$ cat src/rtl/instr_line_fill_responder_pkg.sv
// Shared constants and fill-state encoding for the instruction-memory line refill path.
package icache_mem_pkg;

  localparam int WORD_W         = 32;
  localparam int WORDS_PER_LINE = 8;
  localparam int LINE_W         = 256;
  localparam int BEAT_W         = 3;

  typedef enum logic [2:0] {
    IDLE  = 3'd0,
    WAIT  = 3'd1,
    READ  = 3'd2,
    DRAIN = 3'd3,
    RESP  = 3'd4,
    GAP   = 3'd5
  } fill_state_e;

endpackage

$ cat src/rtl/instr_line_fill_responder_if.sv
// Cache-side request/response bus plus the word-RAM read port of the line fill responder.
interface instr_line_fill_responder_if #(
  parameter int RAM_ADDR_W = 20
);
  import icache_mem_pkg::*;

  logic                  mem_req;
  logic [31:0]           mem_address;
  logic [LINE_W-1:0]     mem_data;
  logic                  mem_valid;
  logic                  busy;
  logic                  ram_rd_en;
  logic [RAM_ADDR_W-1:0] ram_addr;
  logic [WORD_W-1:0]     ram_rdata;

  modport slave (
    input  mem_req, mem_address, ram_rdata,
    output mem_data, mem_valid, busy, ram_rd_en, ram_addr
  );

  modport master (
    output mem_req, mem_address, ram_rdata,
    input  mem_data, mem_valid, busy, ram_rd_en, ram_addr
  );

endinterface

$ cat src/rtl/instr_line_fill_responder.sv
// Memory-side responder: waits MEM_LATENCY cycles, reads 8 RAM words, returns one 256-bit line.
// Optional last-line buffer enabled by defining ICACHE_LINE_BUFFER_EN.
module instr_line_fill_responder
  import icache_mem_pkg::*;
#(
  parameter int MEM_LATENCY = 10,
  parameter int RAM_ADDR_W  = 20
) (
  input logic                     CLK,
  input logic                     RESET,
  instr_line_fill_responder_if.slave bus
);

  localparam int LINE_ADDR_W = RAM_ADDR_W - BEAT_W;
  localparam int LAT_W       = (MEM_LATENCY > 1) ? $clog2(MEM_LATENCY) : 1;
  localparam logic [LAT_W-1:0] LAT_LOAD = LAT_W'(MEM_LATENCY - 1);

  fill_state_e            state_r;
  logic [LINE_ADDR_W-1:0] line_addr_r;
  logic [LAT_W-1:0]       lat_cnt_r;
  logic [BEAT_W-1:0]      beat_r;
  logic                   ram_rd_en_r;
  logic [RAM_ADDR_W-1:0]  ram_addr_r;
  logic                   mem_valid_r;
  logic                   busy_r;
  logic [LINE_W-1:0]      mem_data_r;
  logic                   cap_en_r;
  logic [BEAT_W-1:0]      cap_beat_r;
  logic [LINE_ADDR_W-1:0] req_line_s;
  logic                   hit_s;

  assign req_line_s = bus.mem_address[RAM_ADDR_W-1:BEAT_W];

`ifdef ICACHE_LINE_BUFFER_EN
  logic                   buf_valid_r;
  logic [LINE_ADDR_W-1:0] buf_tag_r;

  assign hit_s = buf_valid_r && (buf_tag_r == req_line_s);

  // Remember which line the most recent response carried.
  always_ff @(posedge CLK or posedge RESET) begin
    if (RESET) begin
      buf_valid_r <= 1'b0;
      buf_tag_r   <= {LINE_ADDR_W{1'b0}};
    end else if (state_r == RESP) begin
      buf_valid_r <= 1'b1;
      buf_tag_r   <= line_addr_r;
    end
  end
`else
  assign hit_s = 1'b0;
`endif

  // Fill sequencer: counters and all bus outputs are registered here.
  always_ff @(posedge CLK or posedge RESET) begin
    if (RESET) begin
      state_r     <= IDLE;
      line_addr_r <= {LINE_ADDR_W{1'b0}};
      lat_cnt_r   <= {LAT_W{1'b0}};
      beat_r      <= {BEAT_W{1'b0}};
      ram_rd_en_r <= 1'b0;
      ram_addr_r  <= {RAM_ADDR_W{1'b0}};
      mem_valid_r <= 1'b0;
      busy_r      <= 1'b0;
    end else begin
      case (state_r)
        IDLE: begin
          if (bus.mem_req) begin
            line_addr_r <= req_line_s;
            busy_r      <= 1'b1;
            if (hit_s) begin
              state_r     <= RESP;
              mem_valid_r <= 1'b1;
            end else if (MEM_LATENCY == 0) begin
              state_r     <= READ;
              ram_rd_en_r <= 1'b1;
              ram_addr_r  <= {req_line_s, {BEAT_W{1'b0}}};
              beat_r      <= {BEAT_W{1'b0}};
            end else begin
              state_r   <= WAIT;
              lat_cnt_r <= LAT_LOAD;
            end
          end
        end
        WAIT: begin
          if (lat_cnt_r == {LAT_W{1'b0}}) begin
            state_r     <= READ;
            ram_rd_en_r <= 1'b1;
            ram_addr_r  <= {line_addr_r, {BEAT_W{1'b0}}};
            beat_r      <= {BEAT_W{1'b0}};
          end else begin
            lat_cnt_r <= lat_cnt_r - {{(LAT_W-1){1'b0}}, 1'b1};
          end
        end
        READ: begin
          if (beat_r == 3'd7) begin
            state_r     <= DRAIN;
            ram_rd_en_r <= 1'b0;
            beat_r      <= {BEAT_W{1'b0}};
          end else begin
            beat_r     <= beat_r + 3'd1;
            ram_addr_r <= {line_addr_r, beat_r + 3'd1};
          end
        end
        DRAIN: begin
          state_r     <= RESP;
          mem_valid_r <= 1'b1;
        end
        RESP: begin
          state_r     <= GAP;
          mem_valid_r <= 1'b0;
        end
        GAP: begin
          state_r <= IDLE;
          busy_r  <= 1'b0;
        end
        default: begin
          state_r     <= IDLE;
          ram_rd_en_r <= 1'b0;
          mem_valid_r <= 1'b0;
          busy_r      <= 1'b0;
        end
      endcase
    end
  end

  // RAM data trails its strobe by one cycle, so capture follows a delayed copy of the strobe.
  always_ff @(posedge CLK or posedge RESET) begin
    if (RESET) begin
      cap_en_r   <= 1'b0;
      cap_beat_r <= {BEAT_W{1'b0}};
      mem_data_r <= {LINE_W{1'b0}};
    end else begin
      cap_en_r   <= ram_rd_en_r;
      cap_beat_r <= ram_addr_r[BEAT_W-1:0];
      if (cap_en_r) begin
        mem_data_r[int'(cap_beat_r)*WORD_W +: WORD_W] <= bus.ram_rdata;
      end
    end
  end

  assign bus.mem_data  = mem_data_r;
  assign bus.mem_valid = mem_valid_r;
  assign bus.busy      = busy_r;
  assign bus.ram_rd_en = ram_rd_en_r;
  assign bus.ram_addr  = ram_addr_r;

endmodule

$ cat src/flat_wrapper.sv
// flat-port wrapper written by rule: the top's interface ports become plain ports
module instr_line_fill_responder_flat import icache_mem_pkg::*;
#(
  parameter int MEM_LATENCY = 10,
  parameter int RAM_ADDR_W  = 20
)
  (CLK, RESET, bus_mem_req, bus_mem_address, bus_ram_rdata, bus_mem_data, bus_mem_valid, bus_busy, bus_ram_rd_en, bus_ram_addr);
  instr_line_fill_responder_if #(.RAM_ADDR_W(RAM_ADDR_W)) bus_i ();
  input logic CLK;
  input logic RESET;
  input wire logic [$bits(bus_i.mem_req)-1:0] bus_mem_req;
  input wire logic [$bits(bus_i.mem_address)-1:0] bus_mem_address;
  input wire logic [$bits(bus_i.ram_rdata)-1:0] bus_ram_rdata;
  output wire logic [$bits(bus_i.mem_data)-1:0] bus_mem_data;
  output wire logic [$bits(bus_i.mem_valid)-1:0] bus_mem_valid;
  output wire logic [$bits(bus_i.busy)-1:0] bus_busy;
  output wire logic [$bits(bus_i.ram_rd_en)-1:0] bus_ram_rd_en;
  output wire logic [$bits(bus_i.ram_addr)-1:0] bus_ram_addr;
  assign bus_i.mem_req = bus_mem_req;
  assign bus_i.mem_address = bus_mem_address;
  assign bus_i.ram_rdata = bus_ram_rdata;
  assign bus_mem_data = bus_i.mem_data;
  assign bus_mem_valid = bus_i.mem_valid;
  assign bus_busy = bus_i.busy;
  assign bus_ram_rd_en = bus_i.ram_rd_en;
  assign bus_ram_addr = bus_i.ram_addr;
  instr_line_fill_responder #(.MEM_LATENCY(MEM_LATENCY), .RAM_ADDR_W(RAM_ADDR_W)) u_core (.CLK(CLK), .RESET(RESET), .bus(bus_i));
endmodule
$ cat config.mk
export PLATFORM = sky130hd
export DESIGN_NAME = instr_line_fill_responder_flat
export DESIGN_NICKNAME = d
export VERILOG_FILES = /design/src/rtl/instr_line_fill_responder_pkg.sv /design/src/rtl/instr_line_fill_responder_if.sv /design/src/rtl/instr_line_fill_responder.sv /design/src/flat_wrapper.sv
export SDC_FILE = /design/constraint.sdc
export NUM_CORES = 1
export LEC_CHECK = 0
export BUFFER_PORTS_ARGS = -buffer_cell sky130_fd_sc_hd__buf_2
export CAP_MARGIN = 20
export CORE_ASPECT_RATIO = 1.4
export CORE_MARGIN = 2
export CORE_UTILIZATION = 30
export DETAILED_ROUTE_END_ITERATION = 8
export PLACE_DENSITY = 0.59
export SLEW_MARGIN = 10
export SYNTH_ARGS = -nofsm -noshare
export SYNTH_HDL_FRONTEND = slang
export SYNTH_SLANG_ARGS = --single-unit
$ cat constraint.sdc
create_clock -name CLK -period 10 [get_ports CLK]
set_input_delay 0.5 -clock CLK [delete_from_list [all_inputs] [get_ports CLK]]
set_output_delay 0.5 -clock CLK [all_outputs]
set_load 0.05 [all_outputs]
Word level (Yosys, flattened, before mapping)
Index checks and enable logic that the tools add are counted.

Output and inout port bits: 279. Bits of input ports: 67. Register bits after elaboration: 310. Word-level logic and storage cells: 63.

Add/sub/neg operators: 3. Shift-type cells: 2. Muxes and demuxes: 20. Bitwise logic cells: 2. Equality and inequality tests: 11. Reductions and logical operators: 14.

Operators by type and width (count): 256-bit bitwise mux (1); 32-bit by 33-bit variable shift with 256-bit output (first input constant) (1); 32-bit by 33-bit variable part select with 256-bit output (1); 20-bit two-way mux (2); 20-bit case mux with 2 select lines (1); 8-bit negation with 33-bit output (1); 3-bit two-way mux (5); 3-bit case mux with 5 select lines (1); 3-bit AND reduction (4); 4-bit OR reduction (3); 3-bit == test (second input constant) (3); 4-bit two-way mux (2); 4-bit case mux with 2 select lines (1); 3-bit by 2-bit == test with 1-bit output (second input constant) (2); 2-bit != test (second input constant) (3); 3-bit case mux with 2 select lines (1); 2-bit AND reduction (3); 4-bit logical NOT (1); 2-bit by 1-bit != test with 1-bit output (second input constant) (2); 1-bit case mux with 2 select lines (2); 2-bit nonzero test (2); 4-bit by 1-bit subtractor with 4-bit output (second input constant) (1); 3-bit by 1-bit adder with 3-bit output (second input constant) (1); 3-bit by 1-bit == test with 1-bit output (second input constant) (1); 4 further kinds (7).

Logic depth before layout (Yosys ltp)
Depth in word-level cells: 4. Depth in mapped cells: 13. Gate-level depth less buffers: 6.

Least setup slack after synthesis
OpenSTA, ideal clock, no wires.

Path kind: reg-to-reg. Start point: register u_core.cap_beat_r[0]. End point: register u_core.mem_data_r[53], in the netlist u_core.bus.mem_data[53]. Setup time: 125 ps. Arrival: 2908 ps. Clock period less this slack: 3032 ps. Cell stages (with the launch flop): 13. Buffers on the path: 6. Path slack: 6968 ps. Required time: 9875 ps. Cells stage by stage: dfrtp_1 > buf_2 > clkbuf_1 > clkbuf_1 > inv_1 > ha_1 > ha_1 > buf_2 > nand2_1 > clkbuf_1 > nor2_1 > buf_2 > mux2_2.

Cells in the longest elaborated chain, start to end: 3. Elaborated cells between the ends (all ways): 4. Those cells by class: add/sub (1); shift (2); mux (1).

Ends and longest elaborated chain: start, declared (RTL line instr_line_fill_responder.sv:28) `logic [BEAT_W-1:0] cap_beat_r;`; start signal, assigned (RTL line instr_line_fill_responder.sv:131) `cap_beat_r <= {BEAT_W{1'b0}};`; start signal, assigned (RTL line instr_line_fill_responder.sv:135) `cap_beat_r <= ram_addr_r[BEAT_W-1:0];`; 8-bit negation with 33-bit output * (RTL line instr_line_fill_responder.sv:137) `mem_data_r[int'(cap_beat_r)*WORD_W +: WORD_W] <= bus.ram_rdata;`; 32-bit by 33-bit variable part select with 256-bit output or 32-bit by 33-bit variable shift with 256-bit output (tied branches) (RTL line instr_line_fill_responder.sv:137); 256-bit bitwise mux * (RTL line instr_line_fill_responder.sv:137); end signal, assigned (RTL line instr_line_fill_responder.sv:132) `mem_data_r <= {LINE_W{1'b0}};`; end signal, assigned by index (RTL line instr_line_fill_responder.sv:137); end, declared (RTL line instr_line_fill_responder.sv:26) `logic [LINE_W-1:0] mem_data_r;`.

Every way passes the cells marked *; elsewhere a longest branch is shown, timed or not. A chain may end at the register's enable or synchronous reset.

Final worst setup path
Start point: register u_core.cap_beat_r[0]. End point: register u_core.mem_data_r[8], in the netlist u_core.bus.mem_data[8].

The elaborated chain is that of the path after synthesis.

==> results.tsv <==
stage	metric	value	unit
outcome	status	finished clean	
timing	worst rel slew slack	30.1	%
timing	final period utilization	37.2	%
finish	Final #Nets	1604	
timing	setup tns final	0	ns
global_routing	initial antenna violation count	0	
setup_path	most used cell, CP	ha_1	
finish	layout cells sized above 1	29.8	%
die	Ports	346	
cts	Clock Pin Slew Worst Setup and Hold Paths	0.06	ns
place	area of placed instances	15500	um^2
timing	RSZ-0062 raised after global routing	false	
yosys	Synthesized Nets	1310	
finish	post-route cell area	16600	um^2
die	Rows	91	
yosys	Syn Area/Cell	10.8	um^2
drt	Avg Vias per Cell	5.00	
drt	drc violations	0	
cts	Post-CTS Hold Fix Bufs	0	
drt	total wire length	43700	um
timing	Final min period	3.72	ns
finish	register area	7760	um^2
worst_hold_path	min-delay worst type	in2async	
cts	CTS HTree Levels	2	
cts	CTS tree	yes	
global_routing	pin count of the biggest net entering global routing	96	
setup_path	CP startpoint kind	flip-flop	
yosys	Ys Warns	0	
global_routing	gr ovfl total	0	
die	Starting Density	30.4	%
drt	DR iter-0 viols	746	
flow_run	max-cap violations	0	
setup_path	Worst EP arrival	4.11	ns
global_routing	gr usage total	18.5	%
yosys	Yosys cell types	46	
setup_path	CP Max Fanout	47	
cts	maximum clock path buffer count	3	
setup_path	Critical Path End Type	flip-flop	
cts	CTS Buf Count	34	
timing	worst-case clock skew	0.00739	ns
global_routing	first-pass GRT wire length	65700	um
timing	final hold violation count	0	
cts	clk_lat worst skew	0.52	ns
yosys	Synth Register Bits	310	
yosys	Cell Area, Synth	13300	um^2
die	Core Area	43900	um^2
yosys	cell count after synthesis	1236	
place	post-DP HPWL	30200	um
setup_path	worst path cell trace	buf_4, inv_1, ha_1, ha_1, nand2b_1, or4_2, mux2_1	
yosys	number of synthesized flops with an enable pin	0	
finish	Fill cells	4346	
setup_path	WS Path Type	reg2reg	
cts	CTS Sinks	310	
die	die area	46200	um^2
cts	post_cts resized	0	
setup_path	Largest stage delay, worst path	1.10	ns
yosys	Yosys top cell by area	dfrtp_1	
die	die height	254	um
yosys	sequential-to-total area share from yosys stat	58.1	%
cts	Post-CTS Setup Inserts	0	
timing	Final Setup Violations	0	
drt	1st-pass router iterations	5	
global_routing	vias in the first global route	10500	
die	die width	182	um
timing	f_max	269	MHz
finish	layout overhead on the synthesized area	24.6	%
yosys	Yosys top cell area share	58.1	%
setup_path	critical path data required time	10.39	ns
yosys	Area contributors post-synth	dfrtp_1 58%, o21ai_0 6.3%, mux2i_1 5.7%, nand2_1 4.8%, mux2_1 3.7%	
finish	area of the multi-input gates	4870	um^2
yosys	FFs w/ async S/R, synth	100	%
drt	via count	10600	
place	Final Wtd Congestion	0.777	
cts	Root Driver	clkbuf_16	
place	Port-buffer cells	330	
drt	number of nets with antenna violations after routing	0	
timing	Final Max Tran Viols	0	
drt	routed length per instance	20.7	um
setup_path	CP max-delay cell	or4_2	
timing	worst slew pin tran	1.05	ns
finish	ant diodes	0	
yosys	dominant synthesized flop cell	dfrtp_1	
[cells in the mapped netlist, drive strengths merged (26+ instances only)]
| master | number |
|---|---|
| o21ai | 174 |
| mux2i | 76 |
| mux2 | 74 |
| nand3 | 29 |
| o31ai | 55 |
| buf | 26 |
| nand2 | 172 |
| and2 | 29 |
| clkbuf | 74 |
| inv | 86 |
| dfrtp | 310 |
[stage by stage]
| step | utilization [%] | std cells | hold WS (ns) | setup WS [ns] |
|---|---|---|---|---|
| after detailed placement | 35.3 | 2051 | 0.456 | 6.21 |
| after floorplan | - | 1236 | 0.439 | 0.927 |
| final | 37.8 | 2110 | 0.0955 | 6.28 |
| after global routing | 37.8 | 2110 | 0.135 | 5.99 |
| after global placement | 35.3 | 2051 | 0.444 | 6.25 |
| after CTS | 37.8 | 2109 | 0.107 | 6.20 |
[kinds of logic (layout without fill, tap and decap cells)]
kind of cell,count (synthesis),in the layout,share of synthesized area [%]
flip-flops,310,310,58.1
AND/OR/NAND/NOR,304,304,11.2
AO/OA/AOI/OAI,279,279,12.3
buffers and inverters,186,502,5.75
multiplexers,150,150,11.9
adder cells (fa/ha/maj),7,7,0.656
[sequential cells by signal, summed over array words and instances (netlist names)]
| name | count |
|---|---|
| u_core.bus.busy | 1 |
| u_core.cap_beat_r | 3 |
| u_core.bus.ram_rd_en | 1 |
| u_core.bus.mem_valid | 1 |
| u_core.cap_en_r | 1 |
| u_core.line_addr_r | 17 |
| u_core.lat_cnt_r | 4 |
| u_core.beat_r | 3 |
| u_core.bus.ram_addr | 20 |
| u_core.state_r | 3 |
| u_core.bus.mem_data | 256 |
[placed cells by master, fill, tap and decap left out, types with 3 or more instances in the layout]
cell type  count
mux2_1        44
buf_2        330
nand3_1       29
nor2_1         5
and3_1        17
o21ai_1        6
ha_1           7
a31oi_1       18
a21o_1         5
buf_4         27
nor2b_1        4
clkbuf_8       5
o31ai_1       55
or3b_2         4
mux2_2        30
inv_1         85
dfrtp_1      309
o21ai_0      168
nand2_1      171
clkbuf_16     35
nand4_1        5
nor3_1         6
nor4b_1        4
o211ai_1      18
clkinv_2       5
nand2b_1       9
clkbuf_1       6
a21oi_1        3
and2_1        29
mux2i_1       76
[worst paths after layout]
check / startpoint / cells past startpoint / slack [ns] / to
max: u_core.cap_beat_r[0] / 7 / 6.28 / u_core.bus.mem_data[8]
min: RESET / 2 / 0.1 / u_core.bus.mem_data[12]
max reg2reg: u_core.cap_beat_r[0] / 7 / 6.28 / u_core.bus.mem_data[8]
min reg2reg: u_core.line_addr_r[16] / 2 / 0.47 / u_core.line_addr_r[16]
max in group asynchronous: RESET / 5 / 7.95 / u_core.bus.mem_data[185]
min in group CLK: bus_mem_address[6] / 3 / 0.17 / u_core.line_addr_r[3]
[worst max-delay path: cells and delay by family (launching register included)]
family / cells / cell delay, ns
and+or+nand+nor: 2 / 1.39
muxes: 1 / 0.48
adders and majority gates: 2 / 0.74
DFF: 1 / 0.33
buffers and inverters: 2 / 0.63
[area by class of cell]
type	count	area share [%]
Multi-Input combinational cell	740	29.3
Sequential cell	310	46.6
Inverter	86	1.99
Clock buffer	46	5.82
Timing Repair Buffer	358	11.3
Clock inverter	12	0.760
Tap cell	558	4.20
[per-layer routing]
metal,global-route usage [%],vias to the layer above,part of all wire (%)
li1,-,4826,-
met1,23.1,5304,41
met2,31.3,355,49
met3,4.17,74,6.5
met4,6.82,0,3.4
met5,0,-,0
Power is not shown: default switching activity piles up to over one toggle a cycle in this logic, so the estimate is an artifact.
